`config.mk`:
```
export PLATFORM = sky130hd
export DESIGN_NAME = log_normalizer_flat
export DESIGN_NICKNAME = d
export VERILOG_FILES = /design/src/rtl/bayes_pkg.sv /design/src/rtl/log_normalizer_if.sv /design/src/rtl/log_subtractor.sv /design/src/rtl/log_normalizer.sv /design/src/flat_wrapper.sv
export SDC_FILE = /design/constraint.sdc
export NUM_CORES = 1
export LEC_CHECK = 0
export CORE_UTILIZATION = 57
export DETAILED_ROUTE_END_ITERATION = 6
export GPL_ROUTABILITY_DRIVEN = 0
export MAX_ROUTING_LAYER = met4
export PLACE_DENSITY = 0.91
export SYNTH_ARGS = -nofsm -noshare
export SYNTH_HDL_FRONTEND = slang
export SYNTH_HIERARCHICAL = 1
export SYNTH_SLANG_ARGS = --single-unit
```
`constraint.sdc`:
```
create_clock -name clk -period 3.7 [get_ports clk]
set_input_delay 0.74 -clock clk [delete_from_list [all_inputs] [get_ports clk]]
set_output_delay 0.74 -clock clk [all_outputs]
set_load 0.01 [all_outputs]
```
`src/rtl/bayes_pkg.sv`:
```
// bayes_pkg: shared defaults, saturation constant and state type for the log-domain datapath
package bayes_pkg;
  localparam int LOG_M = 8;
  localparam int LOG_N_CLASS = 4;
  localparam logic [LOG_M-1:0] LOG_SAT = '1;
  typedef enum logic {COLLECT, EMIT} state_t;
endpackage

```
`src/rtl/log_normalizer_if.sv`:
```
// log_normalizer_if: score stream in, normalized stream out; winner present with LOG_NORM_WINNER_EN
interface log_normalizer_if import bayes_pkg::*; #(parameter int M = LOG_M, parameter int N_CLASS = LOG_N_CLASS);
  localparam int IW = $clog2(N_CLASS);
  logic in_valid;
  logic in_ready;
  logic [M-1:0] in_data;
  logic out_valid;
  logic out_ready;
  logic [M-1:0] out_data;
  logic [IW-1:0] out_idx;
  logic out_last;
  logic all_sat;
`ifdef LOG_NORM_WINNER_EN
  logic [IW-1:0] winner;
`endif
  modport master(output in_valid, in_data, out_ready,
                 input in_ready, out_valid, out_data, out_idx, out_last, all_sat
`ifdef LOG_NORM_WINNER_EN
                 , input winner
`endif
                 );
  modport slave(input in_valid, in_data, out_ready,
                output in_ready, out_valid, out_data, out_idx, out_last, all_sat
`ifdef LOG_NORM_WINNER_EN
                , output winner
`endif
                );
endinterface

```
`src/rtl/log_subtractor.sv`:
```
// log_subtractor: saturating log-domain subtract, a-b clamped at 0, saturated a passes through
module log_subtractor #(parameter int M = 8) (
  input  logic [M-1:0] a_i,
  input  logic [M-1:0] b_i,
  output logic [M-1:0] y_o
);
  // saturated scores stay impossible; otherwise subtract without wrapping below zero
  always_comb y_o = &a_i ? a_i : (a_i < b_i ? '0 : a_i - b_i);
endmodule

```
`src/rtl/log_normalizer.sv`:
```
// log_normalizer: collects a frame of log scores and re-emits them minus the frame minimum; winner output with LOG_NORM_WINNER_EN
module log_normalizer import bayes_pkg::*; #(
  parameter int M = LOG_M,
  parameter int N_CLASS = LOG_N_CLASS
) (
  input logic clk,
  input logic rst,
  log_normalizer_if.slave bus
);
  localparam int IW = $clog2(N_CLASS);
  localparam logic [IW-1:0] LAST = IW'(N_CLASS - 1);
  localparam logic [M-1:0] SAT = '1;
  state_t state_q, state_d;
  logic [IW-1:0] wr_q, wr_d, rd_q, rd_d;
  logic [M-1:0] min_q, min_d, diff;
  logic all_sat_q, all_sat_d;
  logic [M-1:0] buf_q [N_CLASS];
  logic acc, fire, lt;
  assign acc = bus.in_valid && state_q == COLLECT;
  assign fire = bus.out_ready && state_q == EMIT;
  assign lt = bus.in_data != SAT && bus.in_data < min_q;
  // frame sequencing: fill buffer while tracking the minimum, then drain it
  always_comb begin
    state_d = state_q;
    wr_d = wr_q;
    rd_d = rd_q;
    min_d = lt && acc ? bus.in_data : min_q;
    all_sat_d = all_sat_q;
    if (acc) begin
      wr_d = wr_q + 1'b1;
      if (wr_q == LAST) begin
        state_d = EMIT;
        wr_d = '0;
        all_sat_d = min_d == SAT;
      end
    end
    if (fire) begin
      rd_d = rd_q + 1'b1;
      if (rd_q == LAST) begin
        state_d = COLLECT;
        rd_d = '0;
        min_d = SAT;
        all_sat_d = 1'b0;
      end
    end
  end
  // control state; an asynchronous reset discards any frame in flight
  always_ff @(posedge clk or posedge rst) begin
    if (rst) begin
      state_q <= COLLECT;
      wr_q <= '0;
      rd_q <= '0;
      min_q <= SAT;
      all_sat_q <= 1'b0;
    end else begin
      state_q <= state_d;
      wr_q <= wr_d;
      rd_q <= rd_d;
      min_q <= min_d;
      all_sat_q <= all_sat_d;
    end
  end
  // score storage needs no reset, every entry is rewritten before it is read
  always_ff @(posedge clk) begin
    if (acc) buf_q[wr_q] <= bus.in_data;
  end
  log_subtractor #(.M(M)) u_sub (.a_i(buf_q[rd_q]), .b_i(min_q), .y_o(diff));
  assign bus.in_ready = state_q == COLLECT;
  assign bus.out_valid = state_q == EMIT;
  assign bus.out_data = state_q == EMIT ? diff : '0;
  assign bus.out_idx = rd_q;
  assign bus.out_last = state_q == EMIT && rd_q == LAST;
  assign bus.all_sat = all_sat_q;
`ifdef LOG_NORM_WINNER_EN
  logic [IW-1:0] idx_q, idx_d, win_q, win_d;
  // track the lowest-index argmin and publish it when the frame closes
  always_comb begin
    idx_d = acc && lt ? wr_q : idx_q;
    win_d = win_q;
    if (acc && wr_q == LAST) begin
      win_d = idx_d;
      idx_d = '0;
    end
  end
  // argmin registers
  always_ff @(posedge clk or posedge rst) begin
    if (rst) begin
      idx_q <= '0;
      win_q <= '0;
    end else begin
      idx_q <= idx_d;
      win_q <= win_d;
    end
  end
  assign bus.winner = win_q;
`endif
endmodule
```
`src/flat_wrapper.sv`:
```
// flat-port wrapper written by rule: the top's interface ports become plain ports
module log_normalizer_flat import bayes_pkg::*;
#(
  parameter int M = LOG_M,
  parameter int N_CLASS = LOG_N_CLASS
)
  (clk, rst, bus_in_valid, bus_in_data, bus_out_ready, bus_in_ready, bus_out_valid, bus_out_data, bus_out_idx, bus_out_last, bus_all_sat);
  log_normalizer_if #(.M(M), .N_CLASS(N_CLASS)) bus_i ();
  input logic clk;
  input logic rst;
  input wire logic [$bits(bus_i.in_valid)-1:0] bus_in_valid;
  input wire logic [$bits(bus_i.in_data)-1:0] bus_in_data;
  input wire logic [$bits(bus_i.out_ready)-1:0] bus_out_ready;
  output wire logic [$bits(bus_i.in_ready)-1:0] bus_in_ready;
  output wire logic [$bits(bus_i.out_valid)-1:0] bus_out_valid;
  output wire logic [$bits(bus_i.out_data)-1:0] bus_out_data;
  output wire logic [$bits(bus_i.out_idx)-1:0] bus_out_idx;
  output wire logic [$bits(bus_i.out_last)-1:0] bus_out_last;
  output wire logic [$bits(bus_i.all_sat)-1:0] bus_all_sat;
  assign bus_i.in_valid = bus_in_valid;
  assign bus_i.in_data = bus_in_data;
  assign bus_i.out_ready = bus_out_ready;
  assign bus_in_ready = bus_i.in_ready;
  assign bus_out_valid = bus_i.out_valid;
  assign bus_out_data = bus_i.out_data;
  assign bus_out_idx = bus_i.out_idx;
  assign bus_out_last = bus_i.out_last;
  assign bus_all_sat = bus_i.all_sat;
  log_normalizer #(.M(M), .N_CLASS(N_CLASS)) u_core (.clk(clk), .rst(rst), .bus(bus_i));
endmodule
```
==> impl_summary.txt, run 1 <==
----------------------------------------------------
[Global route]
  Global routing met2 resource utilization ... 44.6%
  Fraction of met1 tracks used by global routing ... 30.0%
  Largest net degree at the start of global routing ... 15
  Congestion Overflow GR ... 0
  Antenna violations before repair ... 0
  Layer with the highest usage ... met2
  Met3 usage in global routing ... 3.90%
  First-pass GRT wire length ... roughly 9.4 mm
  Global-route usage over all layers ... between 20% and 30%
  Vias in the first global route ... 2000

[Die]
  Die extent in y ... around 70 um
  Die footprint ... 0.00494 mm2
  Area of the core region ... 0.00441 mm2
  Top Ports ... 26
  Number of core rows ... 24
  Starting density of the core ... 60.2%
  Die boundary width ... 70.3 um

[Timing]
  Worst path setup slack after routing ... -0.0715 ns
  Setup repair after global routing missed its margin ... yes
  Final Skew ... 0.00536 ns
  Setup TNS ... -0.249 ns
  Number of setup violations in the final report ... 6
  Maximum clock frequency ... 0.265 GHz
  Slew margin rel. ... 62.9%
  Final critical path time including I/O delays and setup ... 3.77 ns
  Slew @ Worst Pin ... 0.554 ns
  Tcrit/Tclk final ... 102%
  Hold violation total from the final report ... 0
  Final Max Slew Viols ... 0

[CTS]
  Later-pin clock latency in the skew report ... 0.29 ns
  Number of levels the H-tree was split into ... 2
  Number of buffers added to fix hold violations after cts ... 0
  CTS clk-pin slew, worst paths ... 0.08 ns
  Clk Tree Root Cell ... sky130_fd_sc_hd__clkbuf_8
  Number of buffers inserted during clock tree synthesis ... 5
  Clock tree sinks ... 46
  Clock tree from TritonCTS ... built
  Number of buffers on the longest clock path ... 2

[Worst hold path]
  Path class of the lowest-slack min-delay path ... flop to flop
  Hold worst-path end ... u_core/min_q[7]$_DFF_PP1_
  Cell depth of the worst min-delay path ... 2
  Hold path startpoint ... u_core/min_q[7]$_DFF_PP1_

[Layout]
  Post-route standard cell area excluding fillers ... 0.00324 mm2
  Area taken by flip-flops and latches ... about 0.0013 mm2
  Total number of nets in the final design ... between 200 and 300
  Fraction of layout cells with a size suffix above 1 ... between 20 and 30%
  Fillcell total ... between 200 and 300
  Diodes inserted ... 0
  Most common cell after layout, fill and taps aside ... sky130_fd_sc_hd__edfxtp_1
  Area of combinational cells with multiple inputs ... around 0.0013 mm2
  Area delta synth->final ... 21.8%
  Fraction of the core area covered by cells at the end of the flow ... 73.4%
  Highest-count cells in the layout ignoring fill and taps ... 32 x sky130_fd_sc_hd__edfxtp_1, 21 x sky130_fd_sc_hd__inv_1, 20 x sky130_fd_sc_hd__ha_1

[Pwr]
  Pwr dens ... 908 mW/mm2
  Static power due to leakage ... about 1.3 nW
  Peak ir drop on the vdd network ... 584 uV

[Synthesis]
  Most frequently used flop master after synthesis ... sky130_fd_sc_hd__edfxtp_1
  Cell variety after synth ... 53
  Top cells by area, synth ... sky130_fd_sc_hd__edfxtp_1 36%, sky130_fd_sc_hd__ha_1 9.9%, sky130_fd_sc_hd__dfstp_2 7.9%
  Total number of yosys warnings ... 6
  Library cell with the largest summed area after synthesis ... sky130_fd_sc_hd__edfxtp_1
  Fraction of synthesized area in multiplexers ... under 10%
  Compound-cell area share of the yosys netlist ... between 10% and 20%
  #FFs+latches synth ... 46
  Number of enable-type register cells in the synthesized netlist ... 32
  Top-area cell type share of the netlist area ... 36.2%
  Xor-xnor portion of the synthesized cell area ... less than 1%
  Number of nets in the synthesized netlist ... approximately 250
  Area fraction in and, or, nand and nor cells after synthesis ... 12.1%
  Fraction of synthesis flops using an asynchronous set or reset pin ... 30.4%
  Gate Count Post-Synth ... around 220
  Mapped Avg Cell Area ... between 10 and 15 um2
  Post-synthesis cell area ... 0.00266 mm2
  Adder and majority gate portion of the synthesized area ... 10.6%
  Share of synthesized area occupied by flip-flops and latches ... 49.7%
  Dominant combinational cell family by area after synthesis ... compound AO/OA/AOI/OAI gates

[Critical path]
  Number of cells traversed by the worst register-to-register path ... 7
  Crit end category ... output pin
  Buffering stage count on the worst path with inverters included ... 4
  Crit path kind ... flop to output pin
  Cell with the largest stage delay on the worst path ... sky130_fd_sc_hd__mux4_2
  Critical path fanouts, max ... 3
  Startpoint of the most critical register-to-register path ... u_core/min_q[3]$_DFF_PP1_
  Critical Path Source ... u_core/bus.out_idx[0]$_DFFE_PP0P_
  Delay of the slowest critical-path stage ... between 0.5 and 0.6 ns
  Data arrival time of the critical path ... 3.03 ns
  CP most frequent cell ... sky130_fd_sc_hd__buf_6
  Critical Path Source Type ... flop
  Flop-to-flop setup slack ... 1.71 ns
  Largest delay contributor family on the critical path ... compound AO/OA/AOI/OAI gates
  Cell-by-cell trace of the critical path ... buf_6 -> buf_6 -> mux4_2 -> fa_2 -> a211oi_4 -> o21ai_2 -> buf_4 -> a311oi_4 -> a211oi_2 -> and2_1 -> buf_2
  R2r endpoint ... u_core/bus.all_sat$_DFF_PP0_
  Req. time, crit path ... 2.96 ns

[Drt]
  Total wire length ... 5.80 mm
  Vias ... approximately 1900
  Wire length per cell after detailed routing ... 18.4 um
  Vias per Instance ... 6.10
  DRC violation total after the first TritonRoute iteration ... 79
  TritonRoute pass-1 iters ... 4
  Final antenna-violating net count ... 0
  Remaining routing DRC violations ... 0

[Run status]
  Violated checks ... setup timing
  Outcome ... finished with violations

[Place]
  Placement Cell Area ... 0.00302 mm2
  Total half-perimeter wirelength after legalization and detailed placement ... 4.14 mm
  IO Port Bufs ... 25

[Job]
  # Max-Cap Violations ... 0

----------------------------------------------------
==> cells in the mapped netlist, drive strengths merged, types with 2 or more instances <==
library cell   n
o31ai          2
and2          12
nor2           6
mux4           8
nand4          6
a21o           4
nor3          13
o2111ai        2
dfrtp          6
edfxtp        32
a211oi         5
a2111oi        2
a31oi          8
ha            21
dfstp          8
a21oi          6
inv           23
o21a           3
nand2         13
buf            2
o21ai         13
o211ai         2
==> flip-flops by register name (all words and copies together) (netlist names) <==
name                  flops
u_core/bus.all_sat        1
u_core/bus.out_valid      1
u_core/buf_q             32
u_core/bus.out_idx        2
u_core/wr_q               2
u_core/min_q              8
==> layer usage <==
layer | wire, um | vias to the layer above
li1 | - | 908
met1 | 2320 | 944
met2 | 3170 | 64
met3 | 282 | 4
met4 | 28 | 0
met5 | 0 | -
==> where the power goes <==
part | total (mW) | internal [mW] | switching, mW | leakage [nW]
logic | 1.86 | 0.889 | 0.975 | 0.839
clock network | 0.284 | 0.130 | 0.154 | 0.0426
registers | 0.792 | 0.693 | 0.0991 | 0.448
total | 2.94 | 1.71 | 1.23 | 1.33
==> cell type report <==
type	count	share of cell area, %
multi-input cells	143	40.8
flip-flops and latches	46	40.8
repair buffers	42	11.0
inverters	24	2.82
clock buffers	6	2.24
well taps	52	2.01
clock inverters	2	0.270
==> logic make-up after synthesis <==
group | count (synthesis)
xor+xnor | 2
fa+ha+maj | 22
buf+inv | 28
compound gates | 53
mux | 9
simple gates | 57
flops | 46
==> tightest hold or removal path, stage by stage, from the launching register on <==
cell                      delay (ns)
sky130_fd_sc_hd__dfstp_2        0.38
sky130_fd_sc_hd__inv_1          0.07
sky130_fd_sc_hd__a31oi_1        0.07
==> per-stage QoR <==
step	instances	total power [mW]	setup slack, ns	hold slack, ns
CTS	315	2.78	-0.0948	0.520
global route	315	3.15	-0.231	0.539
floorplan	217	1.81	0.127	0.485
global placement	301	2.26	-0.0327	0.511
finish	315	2.94	-0.0715	0.522
detailed placement	301	2.33	-0.119	0.511
==> worst max-delay path by stage <==
stage	to	slack (ns)	cells after the start
floorplan	bus_out_data[6]	0.13	11
global placement	bus_out_data[6]	-0.03	11
detailed placement	bus_out_data[6]	-0.12	11
CTS	bus_out_data[5]	-0.09	12
global route	bus_out_data[5]	-0.23	11
finish	bus_out_data[5]	-0.07	11
==> what timing repair did <==
item,in CTS,in global routing
pin swaps,13,7
endpoints found under the setup margin,8,8
resized for setup,48,11
buffers inserted,6,0
Power figures use the tool's default switching activity.
==> run 2, diff against run 1 <==
--- a/config.mk
+++ b/config.mk
@@ -5,11 +5,11 @@
 export SDC_FILE = /design/constraint.sdc
 export NUM_CORES = 1
 export LEC_CHECK = 0
-export CORE_UTILIZATION = 57
+export CORE_UTILIZATION = 56
 export DETAILED_ROUTE_END_ITERATION = 6
 export GPL_ROUTABILITY_DRIVEN = 0
 export MAX_ROUTING_LAYER = met4
-export PLACE_DENSITY = 0.91
+export PLACE_DENSITY = 0.89
 export SYNTH_ARGS = -nofsm -noshare
 export SYNTH_HDL_FRONTEND = slang
 export SYNTH_HIERARCHICAL = 1
==> run 2 against run 1 <==
  * The run still ends with setup timing left
  * Wire length is 7.3% higher
  * Combinational power is 5% lower
  * Global-route usage is 2.3 points higher
  * Critical path depth is 1 higher
  * Maximum frequency is 1.3% higher
  * Register-to-register slack worse by 0.07 ns
  * Setup slack better by 0.049 ns
  * Sequential power is 0.6% higher
  * Non-clock buffer count is 1 higher
  * Sequential share of layout area is 0.34 points lower
  * Clock power is 60% higher
  * Critical path type unchanged
==> impl_summary.txt, run 2 (synthesis results as in run 1) <==
----------------------------------------------------
[Run status]
  Outcome ... finished with violations
  Violated checks ... setup timing

[Timing]
  Setup TNS ... -0.0672 ns
  Slew margin rel. ... approximately three fifths
  Slew @ Worst Pin ... 0.570 ns
  Final critical path time including I/O delays and setup ... between 3 and 4 ns
  Minimum hold slack ... 0.542 ns
  Final Skew ... 0.00511 ns
  Hold violation total from the final report ... 0
  Maximum clock frequency ... 0.269 GHz
  Worst path setup slack after routing ... -0.0222 ns
  Tcrit/Tclk final ... 101%
  Number of setup violations in the final report ... 5
  Final Max Slew Viols ... 0
  Setup repair after global routing missed its margin ... yes

[Place]
  IO Port Bufs ... 25
  Total half-perimeter wirelength after legalization and detailed placement ... between 4 and 5 mm
  Post-Place Setup Slack ... -0.0553 ns
  Cells after DPL ... 301
  Placement Cell Area ... 0.00302 mm2

[CTS]
  Clock tree from TritonCTS ... built
  Later-pin clock latency in the skew report ... 0.30 ns
  Number of buffers inserted during clock tree synthesis ... 5
  Clk Tree Root Cell ... sky130_fd_sc_hd__clkbuf_8
  Clock tree sinks ... 46
  Number of levels the H-tree was split into ... 2
  Number of buffers on the longest clock path ... 2
  CTS clk-pin slew, worst paths ... 0.08 ns

[Global route]
  Antenna violations before repair ... 0
  Congestion Overflow GR ... 0
  Global-route usage over all layers ... 28.1%
  First-pass GRT wire length ... 10.1 mm
  Vias in the first global route ... between 1500 and 2000
  Largest net degree at the start of global routing ... 15

[Die]
  Die extent in y ... 70.9 um
  Die footprint ... slightly above 0.005 mm2
  Area of the core region ... around 0.0044 mm2
  Top Ports ... 26
  Number of core rows ... 24
  Starting density of the core ... ~60%
  Die boundary width ... a little over 70 um

[Critical path]
  Critical path fanouts, max ... 3
  Data arrival time of the critical path ... ~3.0 ns
  Crit path kind ... flop to output pin
  Cell-by-cell trace of the critical path ... mux4_2 -> inv_2 -> ha_4 -> inv_2 -> fa_2 -> a211oi_4 -> o21ai_2 -> a31oi_4 -> buf_6 -> o31ai_2 -> and2_1 -> buf_2
  CP most frequent cell ... sky130_fd_sc_hd__inv_2
  Number of cells traversed by the worst register-to-register path ... 7
  Critical Path Source Type ... flop
  Cell with the largest stage delay on the worst path ... sky130_fd_sc_hd__mux4_2
  Req. time, crit path ... around 3.0 ns
  Delay of the slowest critical-path stage ... 0.53 ns
  Crit end category ... output pin

[Layout]
  Diodes inserted ... 0
  Fillcell total ... 300
  Final std cells w/o fill ... 316
  Fraction of the core area covered by cells at the end of the flow ... 73.5%
  Largest register FFs ... 32
  Area delta synth->final ... 22.9%
  Fraction of layout cells with a size suffix above 1 ... 28.8%
  Most flop-heavy register ... u_core/buf_q
  Post-route standard cell area excluding fillers ... 0.00327 mm2
  Most common cell after layout, fill and taps aside ... sky130_fd_sc_hd__edfxtp_1
  Highest-count cells in the layout ignoring fill and taps ... 32 x sky130_fd_sc_hd__edfxtp_1, 21 x sky130_fd_sc_hd__inv_1, 19 x sky130_fd_sc_hd__ha_1
  Largest registers ranked by flip-flop count ... u_core/buf_q x32, u_core/min_q x8
  Total number of nets in the final design ... 297

[Pwr]
  Static power due to leakage ... 1.34 nW
  Overall power ... roughly 3.0 mW
  Peak ir drop on the vdd network ... 494 uV
  Pwr dens ... between 900 and 1000 mW/mm2

[Drt]
  TritonRoute pass-1 iters ... 7
  Remaining routing DRC violations ... 0
  Total wire length ... between 6 and 7 mm
  Wire length per cell after detailed routing ... 19.7 um
  DRC violation total after the first TritonRoute iteration ... 122
  Vias ... 1953
  Vias per Instance ... around 6
  Final antenna-violating net count ... 0

[Job]
  # Max-Cap Violations ... 0

[Worst hold path]
  Path class of the lowest-slack min-delay path ... flop to flop
  Cell depth of the worst min-delay path ... 2

----------------------------------------------------
==> run 2: layer usage <==
| layer | routed length, um | track usage (%) | up-vias |
|---|---|---|---|
| met3 | 356 | 4.27 | 20 |
| met4 | 187 | 11.3 | 0 |
| met5 | 0 | - | - |
| met2 | 3140 | 46.9 | 86 |
| li1 | - | - | 909 |
| met1 | 2550 | 34.6 | 938 |
==> run 2: final cells by class <==
type	instances	area, um2	area share [%]
Sequential cell	46	1320	40.5
Multi-Input combinational cell	143	1280	39.3
Timing Repair Buffer	43	363	11.1
Inverter	24	91.3	2.80
Clock buffer	6	82.6	2.53
Tap cell	52	65.1	1.99
Clock inverter	2	60.1	1.84
==> run 2: what timing repair did <==
action	4_1_cts	5_1_grt
buffers inserted	5	2
hold endpoints to repair	0	0
hold buffers	0	0
resized for setup	44	5
endpoints found under the setup margin	8	8
pin swaps	13	3
==> run 2: worst paths after layout <==
kind	from	end	slack (ns)
worst max-delay path	u_core/bus.out_idx[0]$_DFFE_PP0P_	bus_out_data[3]	-0.02
worst min-delay path	u_core/min_q[2]$_DFF_PP1_	u_core/min_q[2]$_DFF_PP1_	0.54
worst max register to register	u_core/min_q[5]$_DFF_PP1_	u_core/min_q[5]$_DFF_PP1_	1.64
worst min register to register	u_core/min_q[2]$_DFF_PP1_	u_core/min_q[2]$_DFF_PP1_	0.54
max in group asynchronous	rst	u_core/min_q[3]$_DFF_PP1_	2.54
min in group asynchronous	rst	u_core/wr_q[0]$_DFFE_PP0P_	0.78
==> run 2: power by group <==
group          internal (mW)  switching [mW]
logic                  0.849           0.921
registers              0.693           0.103
clock network          0.288           0.166
total                   1.83            1.19
==> run 2: worst max-delay path: cells and delay by family, from the launching register on <==
| family | cells | cell delay [ns] |
|---|---|---|
| adders and majority gates | 2 | 0.54 |
| buffers and inverters | 4 | 0.41 |
| muxes | 1 | 0.53 |
| and+or+nand+nor | 1 | 0.15 |
| DFF | 1 | 0.39 |
| AOI/OAI and AO/OA | 4 | 0.68 |
